<file path="src/rtl/muldiv_sequencer.sv">
// rtl/muldiv_sequencer.sv - iterative RV32M multiply/divide sequencer (optional MULDIV_EARLY_OUT_EN early-out)
module muldiv_sequencer #(
    parameter int XLEN  = 32,
    parameter int CNT_W = 5
) (
    input  logic            CLK,
    input  logic            RESET_N,
    input  logic            START,
    input  logic [2:0]      FUNCT3,
    input  logic [XLEN-1:0] DATA1,
    input  logic [XLEN-1:0] DATA2,
    input  logic            KILL,
    output logic            BUSY,
    output logic            VALID,
    output logic [XLEN-1:0] RESULT
);

    typedef enum logic [1:0] {
        S_IDLE = 2'd0,
        S_CALC = 2'd1,
        S_ADJ  = 2'd2,
        S_DONE = 2'd3
    } state_t;

    state_t              r_state;
    state_t              w_next;
    logic [CNT_W-1:0]    r_cnt;
    logic [2:0]          r_funct3;
    logic [2*XLEN-1:0]   r_acc;      // mul: {hi, multiplier}; div: {remainder, dividend/quotient}
    logic [XLEN-1:0]     r_opb;      // mul: multiplicand magnitude; div: divisor magnitude
    logic                r_neg_q;    // product / quotient needs negation
    logic                r_neg_r;    // remainder needs negation (sign of dividend)
    logic                r_dz;       // divide by zero
    logic [XLEN-1:0]     r_result;

    // Operand decode at acceptance
    logic                w_accept;
    logic                w_is_div;
    logic                w_s1;
    logic                w_s2;
    logic                w_neg1;
    logic                w_neg2;
    logic [XLEN-1:0]     w_mag1;
    logic [XLEN-1:0]     w_mag2;
    logic                w_dz;
    logic                w_last;
    logic                w_early;
    logic [XLEN-1:0]     w_early_res;

    assign w_accept = (r_state == S_IDLE) && START && !KILL;
    assign w_is_div = FUNCT3[2];
    assign w_s1     = (FUNCT3 == 3'b001) || (FUNCT3 == 3'b010) ||
                      (FUNCT3 == 3'b100) || (FUNCT3 == 3'b110);
    assign w_s2     = (FUNCT3 == 3'b001) || (FUNCT3 == 3'b100) || (FUNCT3 == 3'b110);
    assign w_neg1   = w_s1 && DATA1[XLEN-1];
    assign w_neg2   = w_s2 && DATA2[XLEN-1];
    assign w_mag1   = w_neg1 ? (~DATA1 + 1'b1) : DATA1;
    assign w_mag2   = w_neg2 ? (~DATA2 + 1'b1) : DATA2;
    assign w_dz     = (DATA2 == '0);
    assign w_last   = (r_cnt == CNT_W'(XLEN-1));

`ifdef MULDIV_EARLY_OUT_EN
    assign w_early     = w_is_div ? w_dz : ((DATA1 == '0) || w_dz);
    assign w_early_res = w_is_div ? (FUNCT3[1] ? DATA1 : '1) : '0;
`else
    assign w_early     = 1'b0;
    assign w_early_res = '0;
`endif

    // One shift-add / restoring-divide step
    logic [XLEN:0]       w_mul_sum;
    logic [2*XLEN-1:0]   w_mul_next;
    logic [XLEN:0]       w_shift;
    logic [XLEN:0]       w_trial;
    logic [2*XLEN-1:0]   w_div_next;

    assign w_mul_sum  = {1'b0, r_acc[2*XLEN-1:XLEN]} + (r_acc[0] ? {1'b0, r_opb} : '0);
    assign w_mul_next = {w_mul_sum, r_acc[XLEN-1:1]};
    assign w_shift    = {r_acc[2*XLEN-1:XLEN], r_acc[XLEN-1]};
    assign w_trial    = w_shift - {1'b0, r_opb};
    assign w_div_next = w_trial[XLEN] ? {w_shift[XLEN-1:0], r_acc[XLEN-2:0], 1'b0}
                                      : {w_trial[XLEN-1:0], r_acc[XLEN-2:0], 1'b1};

    // Sign fix-up and result selection
    logic [2*XLEN-1:0]   w_prod_fin;
    logic [XLEN-1:0]     w_quo_fin;
    logic [XLEN-1:0]     w_rem_fin;
    logic [XLEN-1:0]     w_sel;

    assign w_prod_fin = r_neg_q ? (~r_acc + 1'b1) : r_acc;
    assign w_quo_fin  = r_dz ? '1 : (r_neg_q ? (~r_acc[XLEN-1:0] + 1'b1) : r_acc[XLEN-1:0]);
    assign w_rem_fin  = r_neg_r ? (~r_acc[2*XLEN-1:XLEN] + 1'b1) : r_acc[2*XLEN-1:XLEN];

    // Pick the architectural result word for the latched opcode
    always_comb begin
        w_sel = '0;
        case (r_funct3)
            3'b000:                 w_sel = w_prod_fin[XLEN-1:0];
            3'b001, 3'b010, 3'b011: w_sel = w_prod_fin[2*XLEN-1:XLEN];
            3'b100, 3'b101:         w_sel = w_quo_fin;
            default:                w_sel = w_rem_fin;
        endcase
    end

    // Next-state and handshake outputs
    always_comb begin
        w_next = r_state;
        BUSY   = (r_state != S_IDLE);
        VALID  = 1'b0;
        case (r_state)
            S_IDLE: if (w_accept) w_next = w_early ? S_DONE : S_CALC;
            S_CALC: begin
                if (KILL)        w_next = S_IDLE;
                else if (w_last) w_next = S_ADJ;
            end
            S_ADJ:  w_next = KILL ? S_IDLE : S_DONE;
            S_DONE: begin
                VALID  = !KILL;
                w_next = S_IDLE;
            end
            default: w_next = S_IDLE;
        endcase
    end

    // State register
    always_ff @(posedge CLK) begin
        if (!RESET_N) r_state <= S_IDLE;
        else          r_state <= w_next;
    end

    // Operand latch, iteration datapath and result register
    always_ff @(posedge CLK) begin
        if (!RESET_N) begin
            r_cnt    <= '0;
            r_funct3 <= '0;
            r_acc    <= '0;
            r_opb    <= '0;
            r_neg_q  <= 1'b0;
            r_neg_r  <= 1'b0;
            r_dz     <= 1'b0;
            r_result <= '0;
        end else begin
            case (r_state)
                S_IDLE: if (w_accept) begin
                    r_funct3 <= FUNCT3;
                    r_cnt    <= '0;
                    r_neg_q  <= w_neg1 ^ w_neg2;
                    r_neg_r  <= w_neg1;
                    r_dz     <= w_dz;
                    r_acc    <= {{XLEN{1'b0}}, (w_is_div ? w_mag1 : w_mag2)};
                    r_opb    <= w_is_div ? w_mag2 : w_mag1;
                    if (w_early) r_result <= w_early_res;
                end
                S_CALC: if (!KILL) begin
                    r_acc <= r_funct3[2] ? w_div_next : w_mul_next;
                    if (!w_last) r_cnt <= r_cnt + CNT_W'(1);
                end
                S_ADJ: if (!KILL) r_result <= w_sel;
                default: ;
            endcase
        end
    end

    assign RESULT = r_result;

endmodule

</file>
<file path="config.mk">
export PLATFORM = sky130hd
export DESIGN_NAME = muldiv_sequencer
export DESIGN_NICKNAME = d
export VERILOG_FILES = /design/src/rtl/muldiv_sequencer.sv
export SDC_FILE = /design/constraint.sdc
export NUM_CORES = 1
export LEC_CHECK = 0
export ABC_AREA = 1
export CAP_MARGIN = 20
export CELL_PAD_IN_SITES_DETAIL_PLACEMENT = 0
export CELL_PAD_IN_SITES_GLOBAL_PLACEMENT = 1
export CORE_ASPECT_RATIO = 1.4
export CORE_MARGIN = 5
export CORE_UTILIZATION = 43
export CTS_BUF_LIST = sky130_fd_sc_hd__clkbuf_4
export DETAILED_ROUTE_END_ITERATION = 12
export PLACE_DENSITY = 0.82
export SLEW_MARGIN = 10
export SYNTH_ARGS = -nofsm -noshare
export SYNTH_HDL_FRONTEND = slang
export SYNTH_SLANG_ARGS = --single-unit
</file>
<file path="constraint.sdc">
create_clock -name CLK -period 3.7 [get_ports CLK]
set_clock_uncertainty 0.2 [all_clocks]
set_input_delay 0.555 -clock CLK [delete_from_list [all_inputs] [get_ports CLK]]
set_output_delay 0.555 -clock CLK [all_outputs]
set_load 0.005 [all_outputs]
</file>
# Word-level counts from Yosys, hierarchy flattened
# Index checks and enable logic that the tools add are counted.
[op_classes]
bitwise = 7
reduce_logical = 22
n_addsub = 8
eq_ne = 17
n_mux = 25
[ops]
columns = ["operator", "count"]
rows = [
  ["64-bit 2-to-1 mux", 5],
  ["32-bit 2-to-1 mux", 8],
  ["32-bit by 1-bit adder with 32-bit output (second input constant)", 4],
  ["32-bit inverter", 4],
  ["64-bit one-hot mux with 2 select lines", 1],
  ["32-bit one-hot mux with 3 select lines", 1],
  ["64-bit by 1-bit adder with 64-bit output (second input constant)", 1],
  ["64-bit inverter", 1],
  ["32-bit by 32-bit adder with 33-bit output", 1],
  ["33-bit by 32-bit subtractor with 33-bit output", 1],
  ["32-bit logical NOT", 1],
  ["5-bit 2-to-1 mux", 3],
  ["3-bit equality test (second input constant)", 4],
  ["5-bit one-hot mux with 2 select lines", 1],
  ["3-bit by 2-bit equality test with 1-bit output (second input constant)", 3],
  ["2-bit 2-to-1 mux", 4],
  ["2-bit one-hot mux with 4 select lines", 1],
  ["3-bit by 1-bit equality test with 1-bit output (second input constant)", 2],
  ["2-bit inequality test (second input constant)", 3],
  ["2-bit AND reduction", 3],
  ["5-bit by 1-bit adder with 5-bit output (second input constant)", 1],
  ["5-bit equality test (second input constant)", 1],
  ["1-bit logical OR", 5],
  ["2-bit equality test (second input constant)", 2],
  ["other kinds (14)", 18],
]
[word_totals]
in_bits = 71
register_bits = 141
word_cells = 88
out_inout_bits = 34

# Logic depth before layout (Yosys ltp)
# Gate-level depths: netlist (run 1).
[logic_depth]
ltp_word = 9
mapped_depth = 19
ltp_nobuf = 19

# Worst setup path before layout (run 1)
# Ideal clock, no wire load.
[synth_path]
path_type = "register to register"
from = "reg r_acc[31]"
to = "reg r_acc[50]"
setup_ps = 132
required_ps = 3368
arrival_ps = 2217
path_slack_ps = 1151
path_stages_with_launch = 19
period_less_slack_ps = 2549
path_buffers = 1
path_cell_list = "dfxtp_1 > inv_1 > ha_1 > fa_1 > inv_1 > nand2_1 > nand2_1 > nand3_1 > nand2_2 > nand2_1 > nand2_2 > nand2_2 > nand2_2 > nand2_2 > nand2_2 > buf_6 > nor2_1 > o21bai_1 > a21oi_1"
[synth_between]
elab_chain_cells = 5
[synth_rtl]
columns = ["item", "line_no", "rtl"]
rows = [
  ["start: declaration", "29", "logic [2*XLEN-1:0] r_acc;"],
  ["start signal: assignment", "150", "r_acc <= {{XLEN{1'b0}}, (w_is_div ? w_mag1 : w_mag2)};"],
  ["start signal: assignment", "155", "r_acc <= r_funct3[2] ? w_div_next : w_mul_next;"],
  ["33-bit by 32-bit subtractor with 33-bit output", "80", "assign w_trial = w_shift - {1'b0, r_opb};"],
  ["64-bit 2-to-1 mux", "81", "assign w_div_next = w_trial[XLEN] ? {w_shift[XLEN-1:0], r_acc[XLEN-2:0], 1'b0}"],
  ["64-bit 2-to-1 mux", "155", ""],
  ["64-bit 2-to-1 mux", "154", "S_CALC: if (!KILL) begin"],
  ["64-bit one-hot mux with 2 select lines", "143", "case (r_state)"],
]
# Every way passes these cells. The select of a mux whose other input is x is not followed.
# A chain may end at the register's enable or synchronous reset.

# Worst setup path in the final report (run 1)
[layout_path]
from = "reg r_acc[31]"
to = "reg r_acc[59]"
# Same word-level chain as after synthesis.

==> key figures, run 1 <==
Outcome
  – Outcome: completed

Global route
  – Initial antenna violation count: 1
  – Largest net degree at the start of global routing: 76
  – GRT overflow: 0
  – Vias in the first global route: slightly below 20,000
  – First-pass GRT wire length: 120 mm
  – Overall Global Routing Usage: a little over a third

Power and ir drop
  – Pwr Total: 5230 uW
  – Int Pwr: about 2800 uW
  – Leak: between 0.009 and 0.01 uW
  – P_sw: between 2000 and 2500 uW
  – Clock share of power: 22.8%
  – Flop pwr share: around a third
  – PwrDens: ~280 nW/um2
  – Gate power share: between 40% and 50%
  – Sw Ratio: 45.8%
  – Maximum VDD drop: 0.168 mV

STA
  – Worst Max-Slew Pin Slew: between 1 and 1.5 ns
  – Slew headroom: 23.6%
  – RSZ-0062 raised after global routing: false
  – Fin. Hold Viols: 0
  – Fmax: 0.293 GHz
  – Fin. max-slew vios: 0
  – Final period demand of the worst path: 3.41 ns
  – TNS Setup: 0 ns
  – Final setup margin: 0.288 ns
  – Period utilization: 92.2%
  – Endpoints failing setup: 0

Route
  – DRC: 0
  – DRT Pass-1 Iters: 6
  – Drt wl/cell: 21.6 um
  – Antenna Nets Post-Route: 0
  – Vias per inst: around 5.7
  – Initial DRC Count: between 2,000 and 2,500
  – Vias: 21,400
  – Detailed Route WL: 80.5 mm

Synthesis
  – Post-synth EDFFs: 0
  – Synth warn: 0
  – Synth cell types: 55
  – Most common cell in the synthesized netlist: nand2_1
  – Primary FF master, synth: dfxtp_1
  – Synthesized flop and latch total: 141
  – Register area share after synthesis: roughly 17%
  – Leading area contributor after synthesis: nand2_1
  – Synthesized Nets: 3,266
  – Synth Cell Area: 17,000 um2
  – Cells after Synth: 3,123
  – Avg Synthesized Cell Area: between 5 and 6 um2
  – Synth area leaders: nand2_1, dfxtp_1, inv_1
  – Asr flop ratio synth: 0%
  – Synth top area share: 20.2%
  – Top post-synthesis cells by count: nand2_1, inv_1, nor2_1

Layout
  – Share of layout cells above drive strength 1: approximately 5.3%
  – Synth-to-Final Area Change: 11.6%
  – Final Instance Count excl. Fillers: roughly 3,700
  – NumNets Final: roughly 3,300
  – Fin area: ~19,000 um2

Clock tree
  – Post-CTS Hold Buffers: 0
  – # H-tree levels: 4
  – Post CTS Setup Buffer Count: 0
  – Number of CTS-inserted buffers: 17
  – Clk buf depth: 2
  – Sink count of the clock tree: approximately 140
  – CTS tree: yes
  – Clock root buffer: clkbuf_4
  – Clock latency on the worst-skew pair: 0.63 ns
  – Clock Pin Slew Worst Setup and Hold Paths: roughly 0.14 ns
  – Cts repair resizes: 0

Place
  – GPL Wtd Cong: 1.08
  – Hpwl dp: about 66 mm
  – Setup WS pre-CTS: 0.369 ns
  – Area after DPL: ~19,000 um2
  – Placed insts: about 3,700
  – Port Buf Inserts: 104

Worst hold path
  – Path category of the worst min-delay check: flop to flop

Die
  – Ports: 105
  – Initial core utilization: 43.3%
  – Overall die area: roughly 44,000 um2
  – Die span in x: between 150 and 200 um
  – Site Rows: 86
  – Core Area: 39,300 um2
  – Die height: about 250 um

Job
  – Max-cap violations: 0

Worst setup path
  – Critical path class: flop to flop
  – Crit path launch type: flop
  – Critical Path AT: 3.78 ns
  – Crit end category: flop
  – Crit path required time: approximately 4 ns
  – Crit Path Max Fanout: 34
==> area by class of cell <==
cell class                      count  area, um2
Timing Repair Buffer              163       1490
Inverter                          447       1680
Clock buffer                       20        150
Clock inverter                     11        169
Tap cell                          528        661
Antenna cell                        1       2.50
Sequential cell                   141       2830
Fill cell                        4341      20300
Multi-Input combinational cell   2423      12000
==> flip-flops by register name (all words and copies together) (netlist names) <==
signal,cells
r_opb,32
r_state,2
r_dz,1
r_funct3,3
RESULT,32
r_cnt,5
r_neg_r,1
r_neg_q,1
r_acc,64
==> cells by family (layout without fill, tap and decap cells) <==
logic type | after synthesis | in the layout | share of synthesized area [%]
buffers and inverters | 559 | 641 | 12.9
xor gates and xnor gates | 91 | 91 | 4.69
other | 0 | 1 | 0
and+or+nand+nor | 1683 | 1683 | 41.6
DFF | 141 | 141 | 16.6
AOI/OAI and AO/OA | 577 | 577 | 18.8
adders and majority gates | 72 | 72 | 5.39
==> through the flow <==
| stage | hold slack (ns) | util, % |
|---|---|---|
| 6_report | 0.275 | 48.3 |
| 5_1_grt | 0.294 | 48.3 |
| 4_1_cts | 0.277 | 48.3 |
| 3_5_place_dp | 0.258 | 47.5 |
| 3_3_place_gp | 0.251 | 47.5 |
| 2_1_floorplan | 0.244 | - |
==> metal layers <==
| layer | part of all wire (%) | GRT usage [%] | vias to the layer above |
|---|---|---|---|
| met5 | 0 | 0 | - |
| met4 | 6.4 | 19.8 | 0 |
| met3 | 7.7 | 4.58 | 221 |
| met2 | 47 | 59.9 | 1068 |
| met1 | 39 | 44.6 | 9855 |
| li1 | - | - | 10200 |
==> worst paths after layout <==
| check | start | to | slack, ns | cells past startpoint |
|---|---|---|---|---|
| hold / removal | RESULT[3]$_SDFFE_PN0P_ | RESULT[3]$_SDFFE_PN0P_ | 0.28 | 2 |
| hold reg to reg | RESULT[3]$_SDFFE_PN0P_ | RESULT[3]$_SDFFE_PN0P_ | 0.28 | 2 |
| setup / recovery | r_acc[31]$_SDFFE_PN0P_ | r_acc[59]$_SDFFE_PN0P_ | 0.29 | 18 |
| setup reg to reg | r_acc[31]$_SDFFE_PN0P_ | r_acc[59]$_SDFFE_PN0P_ | 0.29 | 18 |
==> critical path, stage by stage (launching register included) <==
cell,delay [ns]
dfxtp_1,0.46
inv_1,0.15
ha_1,0.26
fa_1,0.41
inv_1,0.12
nand2_1,0.06
nand2_1,0.08
nand3_1,0.08
nand2_2,0.12
nand2_1,0.07
nand2_2,0.10
nand2_2,0.08
nand2_2,0.08
nand2_2,0.06
nand2_4,0.32
nand3_1,0.29
nand3_1,0.19
nand2_1,0.07
a21oi_1,0.12
==> layout by cell type (no fill, tap or decap), types with 4 or more instances in the layout <==
master,n
nand2_1,913
inv_1,429
nor2_1,340
nand3_1,266
a21oi_1,241
o21ai_0,192
dfxtp_1,139
clkdlybuf4s50_1,103
xor2_1,78
ha_1,70
buf_4,58
nand4_1,45
nor3_1,44
o211ai_1,33
a31oi_1,25
o21ai_1,21
clkbuf_4,20
inv_2,17
nand3b_1,13
nand2_2,13
xnor2_1,13
o21bai_1,13
or2_2,13
nor2_2,12
a21o_1,8
a221oi_1,8
nor2_4,5
o21ai_2,5
o221ai_1,5
o22ai_1,4
bufinv_16,4
==> power by group through the flow <==
stage	Combinational (uW)	Clock [uW]	Sequential [uW]
4_1_cts	2290	1220	1680
3_5_place_dp	2280	0	1720
3_3_place_gp	2280	0	1720
5_1_grt	2560	1260	1690
6_report	2350	1190	1690
2_1_floorplan	1560	0	1660
No activity file was read; power rests on OpenSTA's default activity.
==> run 2: changes to the inputs <==
--- a/config.mk
+++ b/config.mk
@@ -15,6 +15,7 @@
 export CTS_BUF_LIST = sky130_fd_sc_hd__clkbuf_4
 export DETAILED_ROUTE_END_ITERATION = 12
 export PLACE_DENSITY = 0.82
+export SKIP_CTS_REPAIR_TIMING = 1
 export SLEW_MARGIN = 10
 export SYNTH_ARGS = -nofsm -noshare
 export SYNTH_HDL_FRONTEND = slang
==> results of run 2 <==
Same layout as run 1: the final DEF is identical, and so are final timing and power.
